[src/rtl/clk_tick_gen.sv]
// Purpose : qualifies the CCC lock, stretches a synchronous fabric reset, and emits us/ms/s ticks plus a ms uptime count.
// Latency : lock_s trails LOCK by 2 edges; RST_OUT falls/READY rises 2+LOCK_FILTER+RST_STRETCH edges after LOCK goes high.
// Backpr. : none -- free-running timebase, no flow control; consumers simply sample the single-cycle ticks.
//
// Ports:
//   CLK, RESET (sync, active-high), LOCK (async CCC lock), SOFT_RST (re-run stretch), LOCK_LOST_CLR
//   RST_OUT / READY (complementary, registered), TICK_US / TICK_MS / TICK_S (1-cycle pulses),
//   LOCK_LOST (sticky), UPTIME_MS (ms spent in RUN, wraps silently)
// Parameter constraints: CLK_HZ/1e6 integer >= 2, LOCK_FILTER >= 1, RST_STRETCH >= 1.

module clk_tick_gen #(
    parameter int CLK_HZ      = 100000000,
    parameter int LOCK_FILTER = 16,
    parameter int RST_STRETCH = 256,
    parameter int US_PER_MS   = 1000,
    parameter int MS_PER_S    = 1000
) (
    input  logic        CLK,
    input  logic        RESET,
    input  logic        LOCK,
    input  logic        SOFT_RST,
    input  logic        LOCK_LOST_CLR,
    output logic        RST_OUT,
    output logic        READY,
    output logic        TICK_US,
    output logic        TICK_MS,
    output logic        TICK_S,
    output logic        LOCK_LOST,
    output logic [31:0] UPTIME_MS
);

    localparam int US_DIV = CLK_HZ / 1000000;
    localparam int PH_MAX = (LOCK_FILTER > RST_STRETCH) ? LOCK_FILTER : RST_STRETCH;
    localparam int PH_W   = $clog2(PH_MAX + 1);
    localparam int US_W   = $clog2(US_DIV);
    localparam int MS_W   = $clog2(US_PER_MS + 1);
    localparam int S_W    = $clog2(MS_PER_S + 1);

    localparam logic [PH_W-1:0] FILT_LAST = PH_W'(LOCK_FILTER - 1);
    localparam logic [PH_W-1:0] STR_LAST  = PH_W'(RST_STRETCH - 1);
    localparam logic [PH_W-1:0] PH_ONE    = PH_W'(1);
    localparam logic [US_W-1:0] US_LAST   = US_W'(US_DIV - 1);
    localparam logic [US_W-1:0] US_ONE    = US_W'(1);
    localparam logic [MS_W-1:0] MS_LAST   = MS_W'(US_PER_MS - 1);
    localparam logic [MS_W-1:0] MS_ONE    = MS_W'(1);
    localparam logic [S_W-1:0]  S_LAST    = S_W'(MS_PER_S - 1);
    localparam logic [S_W-1:0]  S_ONE     = S_W'(1);

    localparam logic [1:0] ST_WAIT_LOCK = 2'd0;
    localparam logic [1:0] ST_FILTER    = 2'd1;
    localparam logic [1:0] ST_STRETCH   = 2'd2;
    localparam logic [1:0] ST_RUN       = 2'd3;

    logic            lock_meta;
    logic            lock_s;
    logic [1:0]      state_q;
    logic [1:0]      state_nxt;
    logic [PH_W-1:0] ph_q;
    logic [PH_W-1:0] ph_nxt;
    logic            lost_set;
    logic            run_nxt;
    logic [US_W-1:0] us_q;
    logic [MS_W-1:0] ms_q;
    logic [S_W-1:0]  s_q;
    logic            us_wrap;
    logic            ms_wrap;
    logic            s_wrap;
    logic [31:0]     uptime_q;

    // ph_q is shared: it counts qualified lock cycles in FILTER and reset cycles in STRETCH.
    always_comb begin
        state_nxt = state_q;
        ph_nxt    = ph_q;
        lost_set  = 1'b0;
        case (state_q)
            ST_WAIT_LOCK: begin
                ph_nxt = '0;
                if (lock_s) begin
                    state_nxt = ST_FILTER;
                end
            end
            ST_FILTER: begin
                // A dropout here is just an unqualified lock, not a loss.
                if (!lock_s) begin
                    state_nxt = ST_WAIT_LOCK;
                    ph_nxt    = '0;
                end else if (ph_q == FILT_LAST) begin
                    state_nxt = ST_STRETCH;
                    ph_nxt    = '0;
                end else begin
                    ph_nxt = ph_q + PH_ONE;
                end
            end
            ST_STRETCH: begin
                if (!lock_s) begin
                    state_nxt = ST_WAIT_LOCK;
                    ph_nxt    = '0;
                    lost_set  = 1'b1;
                end else if (ph_q == STR_LAST) begin
                    state_nxt = ST_RUN;
                    ph_nxt    = '0;
                end else begin
                    ph_nxt = ph_q + PH_ONE;
                end
            end
            ST_RUN: begin
                ph_nxt = '0;
                // Lock loss is checked first so it beats a simultaneous SOFT_RST.
                if (!lock_s) begin
                    state_nxt = ST_WAIT_LOCK;
                    lost_set  = 1'b1;
                end else if (SOFT_RST) begin
                    state_nxt = ST_STRETCH;
                end
            end
            default: begin
                state_nxt = ST_WAIT_LOCK;
                ph_nxt    = '0;
            end
        endcase
    end

    // Everything downstream keys off the next state so that outputs and ticks
    // change on the very edge the FSM moves.
    assign run_nxt = (state_nxt == ST_RUN);
    assign us_wrap = (us_q == US_LAST);
    assign ms_wrap = us_wrap && (ms_q == MS_LAST);
    assign s_wrap  = ms_wrap && (s_q == S_LAST);

    always_ff @(posedge CLK) begin
        if (RESET) begin
            lock_meta <= 1'b0;
            lock_s    <= 1'b0;
            state_q   <= ST_WAIT_LOCK;
            ph_q      <= '0;
            RST_OUT   <= 1'b1;
            READY     <= 1'b0;
            us_q      <= '0;
            ms_q      <= '0;
            s_q       <= '0;
            TICK_US   <= 1'b0;
            TICK_MS   <= 1'b0;
            TICK_S    <= 1'b0;
            LOCK_LOST <= 1'b0;
            uptime_q  <= '0;
        end else begin
            lock_meta <= LOCK;
            lock_s    <= lock_meta;
            state_q   <= state_nxt;
            ph_q      <= ph_nxt;
            RST_OUT   <= !run_nxt;
            READY     <= run_nxt;

            if (run_nxt) begin
                us_q <= us_wrap ? '0 : us_q + US_ONE;
                if (us_wrap) begin
                    ms_q <= ms_wrap ? '0 : ms_q + MS_ONE;
                end
                if (ms_wrap) begin
                    s_q      <= s_wrap ? '0 : s_q + S_ONE;
                    uptime_q <= uptime_q + 32'd1;
                end
                TICK_US <= us_wrap;
                TICK_MS <= ms_wrap;
                TICK_S  <= s_wrap;
            end else begin
                // Leaving RUN restarts the tick phase; uptime simply holds.
                us_q    <= '0;
                ms_q    <= '0;
                s_q     <= '0;
                TICK_US <= 1'b0;
                TICK_MS <= 1'b0;
                TICK_S  <= 1'b0;
            end

            // Set has priority over a same-cycle clear.
            if (lost_set) begin
                LOCK_LOST <= 1'b1;
            end else if (LOCK_LOST_CLR) begin
                LOCK_LOST <= 1'b0;
            end
        end
    end

    assign UPTIME_MS = uptime_q;

endmodule

[config.mk]
export PLATFORM = sky130hd
export DESIGN_NAME = clk_tick_gen
export DESIGN_NICKNAME = d
export VERILOG_FILES = /design/src/rtl/clk_tick_gen.sv
export SDC_FILE = /design/constraint.sdc
export NUM_CORES = 1
export LEC_CHECK = 0
export BUFFER_PORTS_ARGS = -buffer_cell sky130_fd_sc_hd__buf_2
export CAP_MARGIN = 0
export CORE_MARGIN = 2
export CORE_UTILIZATION = 60
export DETAILED_ROUTE_END_ITERATION = 8
export GPL_TIMING_DRIVEN = 0
export PLACE_DENSITY = 0.81
export SLEW_MARGIN = 0
export SYNTH_ARGS = -nofsm -noshare
export SYNTH_HDL_FRONTEND = slang
export SYNTH_SLANG_ARGS = --single-unit
[constraint.sdc]
create_clock -name CLK -period 6.2 [get_ports CLK]
set_clock_uncertainty 0.05 [all_clocks]
set_input_delay 0.31 -clock CLK [delete_from_list [all_inputs] [get_ports CLK]]
set_output_delay 0.31 -clock CLK [all_outputs]
set_load 0.01 [all_outputs]
# Word-level counts from Yosys, hierarchy flattened
# Cells that the tools add are included.
[word_totals]
out_inout_bits = 38
memories = 0
mem_bits_rw = 0
in_bits = 5
elab_cells = 58
latch_bits = 0
reg_bits = 78
rom_bits = 0
[op_classes]
n_mux = 19
addsub = 5
n_mul = 0
n_reduce_logical = 10
shifts = 0
magnitude_cmp = 0
n_bitwise = 1
n_eq_ne = 9
n_div = 0
[ops]
columns = ["operator", "count"]
rows = [
  ["9-bit 2-to-1 mux", 4],
  ["32-bit by 1-bit adder with 32-bit output, second input constant", 1],
  ["9-bit case mux with 3 select lines", 1],
  ["10-bit by 1-bit adder with 10-bit output, second input constant", 2],
  ["10-bit equality test, second input constant", 2],
  ["10-bit 2-to-1 mux", 2],
  ["2-bit 2-to-1 mux", 7],
  ["9-bit by 1-bit adder with 9-bit output, second input constant", 1],
  ["9-bit by 4-bit equality test with 1-bit output, second input constant", 1],
  ["9-bit by 8-bit equality test with 1-bit output, second input constant", 1],
  ["2-bit case mux with 4 select lines", 1],
  ["7-bit by 1-bit adder with 7-bit output, second input constant", 1],
  ["7-bit equality test, second input constant", 1],
  ["2-bit equality test, second input constant", 3],
  ["2-bit OR reduction", 3],
  ["1-bit 2-to-1 mux", 4],
  ["3-bit OR reduction", 1],
  ["2-bit by 1-bit equality test with 1-bit output, second input constant", 1],
  ["1-bit logical AND", 2],
  ["2-bit logical NOT", 1],
  ["2-bit AND reduction", 1],
  ["2-bit nonzero test", 1],
  ["1-bit logical NOT", 1],
  ["1-bit inverter", 1],
]

# Longest topological paths before layout
# Gate-level depths: netlist (run 1).
[logic_depth]
ltp_word = 7
depth_mapped = 11
mapped_depth_nobuf = 10

# Least setup slack after synthesis (run 1)
# OpenSTA, ideal clock, no wires.
[synth_timing]
kind = "flip-flop to flip-flop"
startpoint = "reg ph_q[0]"
endpoint = "reg uptime_q[8] (netlist: UPTIME_MS[8])"
slack_ps = 3740
period_less_slack_ps = 2460
setup_ps = 70
path_stages_with_launch = 12
arrival_ps = 2340
path_buffers = 1
cell_sequence = "dfxtp_1 > ha_1 > and3_1 > nand3_1 > inv_1 > ha_1 > nor2_1 > a211oi_2 > nand4_1 > clkbuf_1 > or3_1 > a21oi_1"
[synth_via]
elab_chain_len = 6
word_cells_on_any_way = 9
classes_between = "eq/ne: 3; mux: 5; reduce/logical: 1"
[synth_rtl]
columns = ["element", "line", "text"]
rows = [
  ["from (decl)", "58", "logic [PH_W-1:0] ph_q;"],
  ["from (signal assigned)", "150", "ph_q <= ph_nxt;"],
  ["9-bit by 8-bit equality test with 1-bit output or 9-bit by 4-bit equality test with 1-bit output (tied branches)", "99, 87", ""],
  ["2-bit 2-to-1 mux, on equally long branches", "99, 87", ""],
  ["2-bit 2-to-1 mux, on equally long branches", "95, 84", ""],
  ["2-bit case mux with 4 select lines *", "75", "case (state_q)"],
  ["2-bit equality test *", "125", "assign run_nxt = (state_nxt == ST_RUN);"],
  ["2-bit AND reduction (no source line) *", "-", ""],
  ["to (signal assigned)", "161", "uptime_q <= uptime_q + 32'd1;"],
  ["to (decl)", "68", "logic [31:0] uptime_q;"],
]
# Every way passes the cells marked *; elsewhere a longest branch is shown, timed or not.
# A chain may end at the register's enable or synchronous reset.

# Worst setup path after layout (run 1)
# Same ends and word-level chain as after synthesis.

==> metrics.md, run 1 <==
| Metric | Value |
|---|---|
| Post-CTS setup buffers | 0 |
| Remaining global-route overflow | 0 |
| PwrDens | 211 nW/µm² |
| Reg2reg setup slack | 3120 ps |
| Async SR Flop Fraction | 0 |
| Max cap viols | 0 |
| Unrepaired setup endpoints after global routing | no |
| Largest family of logic cells by synthesized area | simple AND/OR/NAND/NOR gates |
| Longest Clk Path Bufs | 2 |
| CTS tree | built |
| Comb power frac | 0.009 |
| Synth Area in Compound Gates | 0.0988 |
| Non-filler cells, final | 524 |
| Wirelength, routed | 7390 µm |
| Adder-Cell Fraction of Synth Area | 0.0253 |
| Clk root buf | clkbuf_8 |
| Worst min path class | in2reg |
| Largest net degree at the start of global routing | 13 |
| CP Launch Point | ph_q[0] |
| Maximum clock frequency | 324 MHz |
| DR pass1 iterations | 4 |
| XOR/XNOR share of the synthesized area | 0.0861 |
| Mux contribution to synthesized area | 0.00615 |
| CTS resizes | 0 |
| Clk sinks | 78 |
| Fillers | 453 |
| Worst skew pair latency | 340 ps |
| Port buffer count | 41 |
| DR iter-0 viols | 157 |
| Vias/cell | 5.73 |
| Outcome | completed |
| Worst stage delay on the critical path | 510 ps |
| Hold Vio Cnt, Final | 0 |
| Slew headroom | 0.349 |
| Antenna violations before repair | 0 |
| ANT cells | 0 |
| Clock-pin slew on the worst setup and hold paths | 80 ps |
| Peak supply drop | 0.000177 V |
| FF-to-FF Start | ph_q[0] |
| CP Data Required Time | 6420 ps |
| First-pass GRT wire length | 12800 µm |
| Seq pwr share | 0.607 |
| Warnings from Yosys | 0 |
| # setup viols final | 0 |
| Wire per inst | 14.1 µm |
| Tot GR Track Use | 0.251 |
| Drc violations | 0 |
| Post-synthesis simple-gate area fraction | 0.308 |
| Fin Setup TNS | 0 ps |
| Total I/O pin count | 43 |
| Num rows | 27 |
| Area delta synth->final | 13.1% |
| Internal power | 0.645 mW |
| Die Wd | 79.9 µm |
| Seq/Total Area, Yosys | 0.452 |
| Main synth FF type | dfxtp_1 |
| Number of distinct library cells after synthesis | 42 |
| Die ar. | 6380 µm² |
| Nets | 460 |
| Arr. time, crit path | 3300 ps |
| Fin util | 0.706 |
| Worst Setup End Kind | flop |
| Core area | 5540 µm² |
| Reg2reg end | UPTIME_MS[8] |
| Placer Congestion | 0.826 |
| Dominant cell type by area after synthesis | dfxtp_1 |
| Mapped Cells | 396 |
| Cts hold-fix bufs | 0 |
| Yosys reg bits | 78 |
| Cts bufs inserted | 9 |
| Share of cells above drive strength 1 | 0.144 |
| CP max FO | 10 |
| H-tree levels | 3 |
| Leakage | 1.32 nW |
| Worst-Margin Slew | 967 ps |
| Vias | 3003 |
| Crit-path cells | ha_1, and3_1, nand3_1, inv_1, ha_1, nor2_1, a211oi_2, nand4_1, clkbuf_1, or3_1, a21oi_1 |
| Slew Limit Fails | 0 |
| Net Sw Frac | 0.219 |
| Slowest CP cell | a211oi_2 |
| Crit path launch type | flop |
| Worst Min Path Start | LOCK |
| Cell area after synthesis | 3460 µm² |
| DP Wirelength | 5280 µm |
| Die Height | 79.9 µm |
| Synth area leaders | dfxtp_1 45%, nor2_1 5.3%, xnor2_1 4.8% |
| Crit Path Category | reg2reg |
| Mapped Nets | 408 |
| Post-route antenna net violation count | 0 |
| Net Switching | 0.181 mW |
| Setup crit end | UPTIME_MS[8] |
| Number of synthesized flops with an enable pin | 0 |
| Yosys top cell area share | 0.452 |
| Starting Density | 0.624 |
| Syn Area/Cell | 8.73 µm² |
| Clk pwr share | 0.384 |
| Min Tclk post-route | 3080 ps |
| Placed insts | 509 |
| Cell mode on critical path | ha_1 |
| Vias in the first global route | 2867 |
| Final clock period utilization by the worst path | 0.497 |
| R2R cell count | 11 |
[cells in the final DEF (no fill, tap or decap), types with 11 or more instances in the layout]
master and count:
or3_1 17, clkbuf_1 11, nand3_1 20, nor2_1 49, xnor2_1 19, nand2_1 26, a21oi_1 31, buf_2 43
dfxtp_1 78, or4_1 11, nand4_1 21, o21ai_0 16, xor2_1 15
[cells by family after synthesis]
logic type      after synthesis
simple gates                193
flops                        78
compound gates               61
xor+xnor                     34
buf+inv                      21
fa+ha+maj                     7
mux                           2
[power by group through the flow]
| stage | clock, mW | sequential [mW] | combinational [mW] |
|---|---|---|---|
| 3_3_place_gp | 0 | 0.513 | 0.00753 |
| 6_report | 0.317 | 0.502 | 0.00763 |
| 5_1_grt | 0.345 | 0.502 | 0.00844 |
| 4_1_cts | 0.324 | 0.502 | 0.00761 |
| 3_5_place_dp | 0 | 0.513 | 0.00760 |
| 2_1_floorplan | 0 | 0.513 | 0.00470 |
[worst max-delay path, delay by kind of cell (launching register included)]
family                   cells  cell delay, ps
AND/OR/NAND/NOR              5            1190
AO/OA/AOI/OAI                2             660
buffers and inverters        2             410
flip-flops                   1             370
adder cells (fa/ha/maj)      2             340
[registers in the layout, summed over array words and instances (netlist names)]
signal     cells
LOCK_LOST      1
READY          1
RST_OUT        1
TICK_MS        1
TICK_S         1
TICK_US        1
UPTIME_MS     32
lock_meta      1
lock_s         1
ms_q          10
ph_q           9
s_q           10
state_q        2
us_q           7
[cell type report]
type	count	area, µm²	share of cell area
Sequential cell	78	1560	0.399
Buffer	11	43.8	0.0112
Clock inverter	4	25.0	0.00640
Tap cell	72	90.1	0.0230
Clock buffer	11	131	0.0336
Timing Repair Buffer	41	205	0.0525
Inverter	10	37.5	0.00960
Multi-Input combinational cell	297	1810	0.464
[Yosys cell counts (all sizes together) (5+ instances only)]
master  number
dfxtp       78
nor2        49
a21oi       31
nand2       26
nand4       22
nand3       20
xnor2       19
o21ai       17
or3         17
xor2        15
or4         11
inv         10
and3         9
clkbuf       9
nor3         9
o31ai        9
ha           7
nor2b        6
nand2b       5
nor4         5
[stage by stage]
step / instance area, µm² / power [mW] / setup WS, ps / hold slack, ps
2_1_floorplan: 3460 / 0.518 / 3740 / 363
3_3_place_gp: 3750 / 0.521 / 3200 / 368
3_5_place_dp: 3750 / 0.521 / 3150 / 400
4_1_cts: 3910 / 0.834 / 3140 / 138
5_1_grt: 3910 / 0.855 / 2860 / 142
6_report: 3910 / 0.826 / 3120 / 147
[worst min path at each step]
stage / endpoint / cells past startpoint
2_1_floorplan: us_q[0] / 1
3_3_place_gp: lock_s / 1
3_5_place_dp: lock_s / 1
4_1_cts: lock_meta / 2
5_1_grt: lock_meta / 2
6_report: lock_meta / 2
[per-layer routing]
metal,global-route usage,part of all wire,wire length [µm]
met4,0.0898,0.0081,60
met1,0.314,0.46,3390
met2,0.418,0.48,3570
met5,0,0,0
met3,0.0611,0.049,365
No activity file was read; power rests on OpenSTA's default activity.
==> inputs of run 2 (changes only) <==
Settings changed: CORE_UTILIZATION 60 to 52, PLACE_DENSITY 0.81 to 0.75.
Clock period 6.2 ns to 2.6 ns, I/O delays scaled along.
==> run 2 against run 1 <==
Clock power grew to 2.7 times the previous value. Largest cell class unchanged. Fmax is 21% higher. Sequential power is 140% higher. Via count is 2.5% higher. Hold slack worse by 40 ps. Register-to-register slack worse by 3100 ps. Setup slack worse by 3100 ps. Cell count is 3.1% higher. Power is 150% higher. Sequential share of layout area is 2.0 points lower.
==> metrics.md, run 2 (synthesis gave the netlist of run 1 again) <==
| Metric | Value |
|---|---|
| FF-to-FF Start | ph_q[0] (unchanged) |
| Num rows | 29 (was 27) |
| Port buffer count | 41 (unchanged) |
| Total I/O pin count | 43 (unchanged) |
| Hold Vio Cnt, Final | 0 (unchanged) |
| Worst min path class | in2reg (unchanged) |
| Final clock period utilization by the worst path | 0.980 (was 0.497) |
| Worst-Margin Slew | 742 ps (was 967 ps) |
| Share of cells above drive strength 1 | 0.192 (was 0.144) |
| Remaining global-route overflow | 0 (unchanged) |
| Antenna violations before repair | 0 (unchanged) |
| CP max FO | 5 (was 10) |
| ANT cells | 0 (unchanged) |
| Max reg flops | 32 (unchanged) |
| Largest net degree at the start of global routing | 13 (unchanged) |
| Placed insts | 514 (was 509) |
| Die ar. | 7320 µm² (was 6380 µm²) |
| Worst Setup End Kind | flop (unchanged) |
| Setup crit end | UPTIME_MS[26] (was UPTIME_MS[8]) |
| Maximum clock frequency | 393 MHz (was 324 MHz) |
| Die Height | 85.5 µm (was 79.9 µm) |
| Delay-heaviest family, CP | simple AND/OR/NAND/NOR gates (unchanged) |
| WP buf/inv | 2 (unchanged) |
| Crit Path Category | reg2reg (unchanged) |
| CP Launch Point | ph_q[0] (unchanged) |
| R2R cell count | 11 (unchanged) |
| Reg2reg setup slack | 50 ps (was 3120 ps) |
| Tot GR Track Use | 0.216 (was 0.251) |
| Vias | 3079 (was 3003) |
| Post-route antenna net violation count | 0 (unchanged) |
| Stages on worst setup path | 11 (unchanged) |
| Clk sinks | 78 (unchanged) |
| Leakage | 1.43 nW (was 1.32 nW) |
| Min Tclk post-route | 2550 ps (was 3080 ps) |
| Worst skew pair latency | 350 ps (was 340 ps) |
| Clk root buf | clkbuf_8 (unchanged) |
| Core area | 6390 µm² (was 5540 µm²) |
| PwrDens | 498 nW/µm² (was 211 nW/µm²) |
| Vias in the first global route | 2829 (was 2867) |
| DP Wirelength | 5050 µm (was 5280 µm) |
| Arr. time, crit path | 2780 ps (was 3300 ps) |
| Commonest non-fill, non-tap cell in the layout | dfxtp_1 (unchanged) |
| Cts bufs inserted | 9 (unchanged) |
| H-tree levels | 3 (unchanged) |
| CP Data Required Time | 2830 ps (was 6420 ps) |
| Peak supply drop | 0.000481 V (was 0.000177 V) |
| Wire per inst | 13.9 µm (was 14.1 µm) |
| Die Wd | 85.5 µm (was 79.9 µm) |
| Crit path launch type | flop (unchanged) |
| Vias/cell | 5.70 (was 5.73) |
| Max cap viols | 0 (unchanged) |
| Slowest CP cell | or4_1 (was a211oi_2) |
| Reg2reg end | UPTIME_MS[26] (was UPTIME_MS[8]) |
| Slew Limit Fails | 0 (unchanged) |
| Fin Setup TNS | 0 ps (unchanged) |
| Non-filler cells, final | 540 (was 524) |
| Worst stage delay on the critical path | 430 ps (was 510 ps) |
| Clock-pin slew on the worst setup and hold paths | 80 ps (about the same) |
| DR iter-0 viols | 231 (was 157) |
| DR pass1 iterations | 4 (unchanged) |
| First-pass GRT wire length | 12600 µm (was 12800 µm) |
| Most frequent cells in the layout | 76 x dfxtp_1, 49 x nor2_1, 43 x buf_2, 29 x a21oi_1, 26 x nand2_1 (was 78 x dfxtp_1, 49 x nor2_1, 43 x buf_2, 31 x a21oi_1, 26 x nand2_1) |
| Wirelength, routed | 7520 µm (was 7390 µm) |
| Nets | 470 (was 460) |
| Starting Density | 0.541 (was 0.624) |
| # setup viols final | 0 (unchanged) |
| Fin util | 0.647 (was 0.706) |
| Outcome | completed (unchanged) |
| CTS tree | built (unchanged) |
| Area delta synth->final | 19.5% (was 13.1%) |
| Pwr Total | 2.06 mW (was 0.826 mW) |
| Drc violations | 0 (unchanged) |
| Placer Congestion | 0.825 (was 0.826) |
| Crit-path cells | ha_4, and3_4, nand3_2, inv_1, ha_2, nor2_1, a211oi_4, nand4_1, buf_4, or4_1, a21oi_2 (was ha_1, and3_1, nand3_1, inv_1, ha_1, nor2_1, a211oi_2, nand4_1, clkbuf_1, or3_1, a21oi_1) |
| Slew headroom | 0.503 (was 0.349) |
| Longest Clk Path Bufs | 2 (unchanged) |
run 2: cell types whose count changed in the layout (fill, tap and decap cells not counted), sizes merged:
cell / before / now
buf: 43 / 52
dlygate4sd3: 0 / 2
clkinv: 2 / 0
nand4: 22 / 23
clkbuf: 20 / 21
run 2: how the worst min path moves through the flow:
stage	startpoint	end	slack, ps	cells past startpoint
6_report	SOFT_RST	state_q[0]	110	3
2_1_floorplan	LOCK	lock_meta	210	1
5_1_grt	SOFT_RST	state_q[0]	120	3
3_3_place_gp	LOCK	lock_meta	300	2
3_5_place_dp	LOCK	lock_meta	310	2
4_1_cts	SOFT_RST	state_q[0]	90	3
run 2: what timing repair did:
action / 4_1_cts / 5_1_grt
setup buffers: 4 / 2
setup endpoints to repair: 48 / 54
hold buffers: 2 / 0
endpoints found under the hold margin: 2 / 0
resized for setup: 12 / 19
pin swaps: 2 / 6
cloned: 2 / 0
run 2: tightest hold or removal path, stage by stage:
cell and delay, ps:
buf_2 120, mux2_2 150, a211oi_1 60
run 2: metal layers:
| metal | track usage | part of all wire | wire [µm] |
|---|---|---|---|
| met3 | 0.0731 | 0.059 | 445 |
| met1 | 0.263 | 0.45 | 3360 |
| met2 | 0.354 | 0.48 | 3590 |
| met4 | 0.0851 | 0.017 | 126 |
| met5 | 0 | 0 | 0 |
run 2: power breakdown:
group          switching, mW  internal (mW)  leakage, nW
Combinational         0.0144        0.00715        0.708
Sequential          0.000644           1.19        0.630
Clock                  0.415          0.426       0.0889
Total                  0.430           1.63         1.43
run 2: stage by stage:
step,cell area (µm²),setup WS (ps),hold WS (ps)
finish,4130,52.7,107
floorplan,3460,140,208
global route,4130,-49.2,117
global placement,3760,-422,303
CTS,4060,6.92,92.0
detailed placement,3760,-431,306
run 2: area by class of cell:
cell class	count	area, µm²
plain buffers	11	61.3
inverters	10	37.5
flip-flops and latches	78	1570
well taps	77	96.3
clock buffers	14	173
repair buffers	50	285
fillers	522	2250
multi-input cells	298	1900
clock inverters	2	15.0
==> inputs of run 3 (changes only) <==
Settings changed: HOLD_SLACK_MARGIN set to 0.12.
==> run 3 against run 2 <==
Non-clock buffer count up 1. Power rose by 0.36%. Count of clock-buffer cells in the layout unchanged. Die area is the same. Core utilization increased by 0.16 points. Via count up 0.23%. Largest cell class unchanged.
==> metrics.md, run 3 (synthesis gave the netlist of run 1 again) <==
| Metric | Value |
|---|---|
| Outcome | completed (unchanged) |
| Arr. time, crit path | 2780 ps (about the same) |
| Net Switching | 0.436 mW (was 0.430 mW) |
| Wirelength, routed | 7520 µm (about the same) |
| Cts bufs inserted | 9 (unchanged) |
| Crit path launch type | flop (unchanged) |
| Placer Congestion | 0.825 (unchanged) |
| Peak supply drop | 0.000488 V (was 0.000481 V) |
| Worst skew pair latency | 350 ps (about the same) |
| Max cap viols | 0 (unchanged) |
| Die Wd | 85.5 µm (unchanged) |
| First-pass GRT wire length | 12700 µm (was 12600 µm) |
| Clock-pin slew on the worst setup and hold paths | 80 ps (about the same) |
| Vias in the first global route | 2832 (was 2829) |
| CTS tree | built (unchanged) |
| DR iter-0 viols | 228 (was 231) |
| ANT cells | 0 (unchanged) |
| Nets | 471 (was 470) |
| Internal power | 1.63 mW (about the same) |
| R2R cell count | 11 (unchanged) |
| Max reg flops | 32 (unchanged) |
| Clk pwr share | 0.410 (was 0.409) |
| Reg2reg setup slack | 50 ps (about the same) |
| Largest net degree at the start of global routing | 13 (unchanged) |
| Fin Setup TNS | 0 ps (unchanged) |
| Share of cells above drive strength 1 | 0.192 (about the same) |
| CP Launch Point | ph_q[0] (unchanged) |
| Pwr Total | 2.06 mW (about the same) |
| CP max FO | 5 (unchanged) |
| Worst-Margin Slew | 745 ps (was 742 ps) |
| Post-route antenna net violation count | 0 (unchanged) |
| Worst Setup End Kind | flop (unchanged) |
| Net Sw Frac | 0.211 (was 0.209) |
| Total I/O pin count | 43 (unchanged) |
| Maximum clock frequency | 393 MHz (about the same) |
| Worst setup margin | 52.5 ps (was 52.7 ps) |
| Antenna violations before repair | 0 (unchanged) |
| # setup viols final | 0 (unchanged) |
| DR pass1 iterations | 4 (unchanged) |
| Die Height | 85.5 µm (unchanged) |
| Core area | 6390 µm² (unchanged) |
| Worst min path class | in2reg (unchanged) |
| PwrDens | 499 nW/µm² (was 498 nW/µm²) |
| Tot GR Track Use | 0.216 (about the same) |
| Vias | 3086 (was 3079) |
| Clk sinks | 78 (unchanged) |
| FF-to-FF Start | ph_q[0] (unchanged) |
| Num rows | 29 (unchanged) |
| H-tree levels | 3 (unchanged) |
| Clk root buf | clkbuf_8 (unchanged) |
| Setup crit end | UPTIME_MS[26] (unchanged) |
| Comb power frac | 0.011 (was 0.010) |
| Starting Density | 0.541 (unchanged) |
| Drc violations | 0 (unchanged) |
| Setup WS pre-CTS | -431 ps (unchanged) |
| Most frequent cells in the layout | 76 x dfxtp_1, 49 x nor2_1, 43 x buf_2, 29 x a21oi_1, 26 x nand2_1 (unchanged) |
| Final clock period utilization by the worst path | 0.980 (about the same) |
| Slew Limit Fails | 0 (unchanged) |
| Vias/cell | 5.70 (about the same) |
| Remaining global-route overflow | 0 (unchanged) |
| Die ar. | 7320 µm² (unchanged) |
| Slew headroom | 0.501 (was 0.503) |
| Wire per inst | 13.9 µm (about the same) |
| DP Wirelength | 5050 µm (unchanged) |
| Min Tclk post-route | 2550 ps (about the same) |
| Area delta synth->final | 19.8% (was 19.5%) |
| Leakage | 1.43 nW (about the same) |
| Seq pwr share | 0.579 (was 0.581) |
| Crit Path Category | reg2reg (unchanged) |
| CP Data Required Time | 2830 ps (about the same) |
| Reg2reg end | UPTIME_MS[26] (unchanged) |
| Port buffer count | 41 (unchanged) |
| Commonest non-fill, non-tap cell in the layout | dfxtp_1 (unchanged) |
| Longest Clk Path Bufs | 2 (unchanged) |
| Hold Vio Cnt, Final | 0 (unchanged) |
[run 3: what timing repair did]
item | in CTS | in global routing
pin swaps | 2 | 6
hold buffers | 3 | 0
setup endpoints to repair | 48 | 54
endpoints found under the hold margin | 3 | 0
gates resized for setup | 12 | 19
cloned | 2 | 0
setup buffers | 4 | 2
[run 3: cell type report]
| type | count | area, µm² |
|---|---|---|
| Fill cell | 520 | 2240 |
| Multi-Input combinational cell | 298 | 1900 |
| Sequential cell | 78 | 1570 |
| Timing Repair Buffer | 51 | 295 |
| Clock buffer | 14 | 173 |
| Tap cell | 77 | 96.3 |
| Buffer | 11 | 61.3 |
| Inverter | 10 | 37.5 |
| Clock inverter | 2 | 15.0 |
[run 3: power groups by stage]
stage	sequential (mW)	clock [mW]	combinational [mW]
after floorplan	1.22	0	0.0112
after global placement	1.22	0	0.0185
after detailed placement	1.22	0	0.0186
after CTS	1.20	0.862	0.0227
after global routing	1.20	0.918	0.0251
final	1.20	0.847	0.0227
[run 3: worst min path at each step]
stage / cells past startpoint / from / endpoint / slack [ps]
3_3_place_gp: 2 / LOCK / lock_meta / 300
2_1_floorplan: 1 / LOCK / lock_meta / 210
3_5_place_dp: 2 / LOCK / lock_meta / 310
6_report: 2 / RESET / lock_s / 130
4_1_cts: 2 / RESET / lock_s / 130
5_1_grt: 2 / RESET / lock_meta / 170
[run 3: routing by layer]
metal / wire length [µm] / GRT usage
met1: 3420 / 0.263
met2: 3550 / 0.354
met3: 419 / 0.0731
met4: 138 / 0.0851
met5: 0 / 0
[run 3: through the flow]
| step | cell area [µm²] | hold WS [ps] | instances | util |
|---|---|---|---|---|
| floorplan | 3460 | 208 | 396 | - |
| global placement | 3760 | 303 | 514 | 0.589 |
| detailed placement | 3760 | 306 | 514 | 0.589 |
| CTS | 4070 | 130 | 539 | 0.638 |
| global route | 4140 | 173 | 541 | 0.649 |
| finish | 4140 | 134 | 541 | 0.649 |
[run 3: critical path, stage by stage (launching register included)]
cell and delay (ps):
dfxtp_4 370, ha_4 140, and3_4 210, nand3_2 80
inv_1 70, ha_2 160, nor2_1 60, a211oi_4 260
nand4_1 260, buf_4 240, or4_1 430, a21oi_2 150
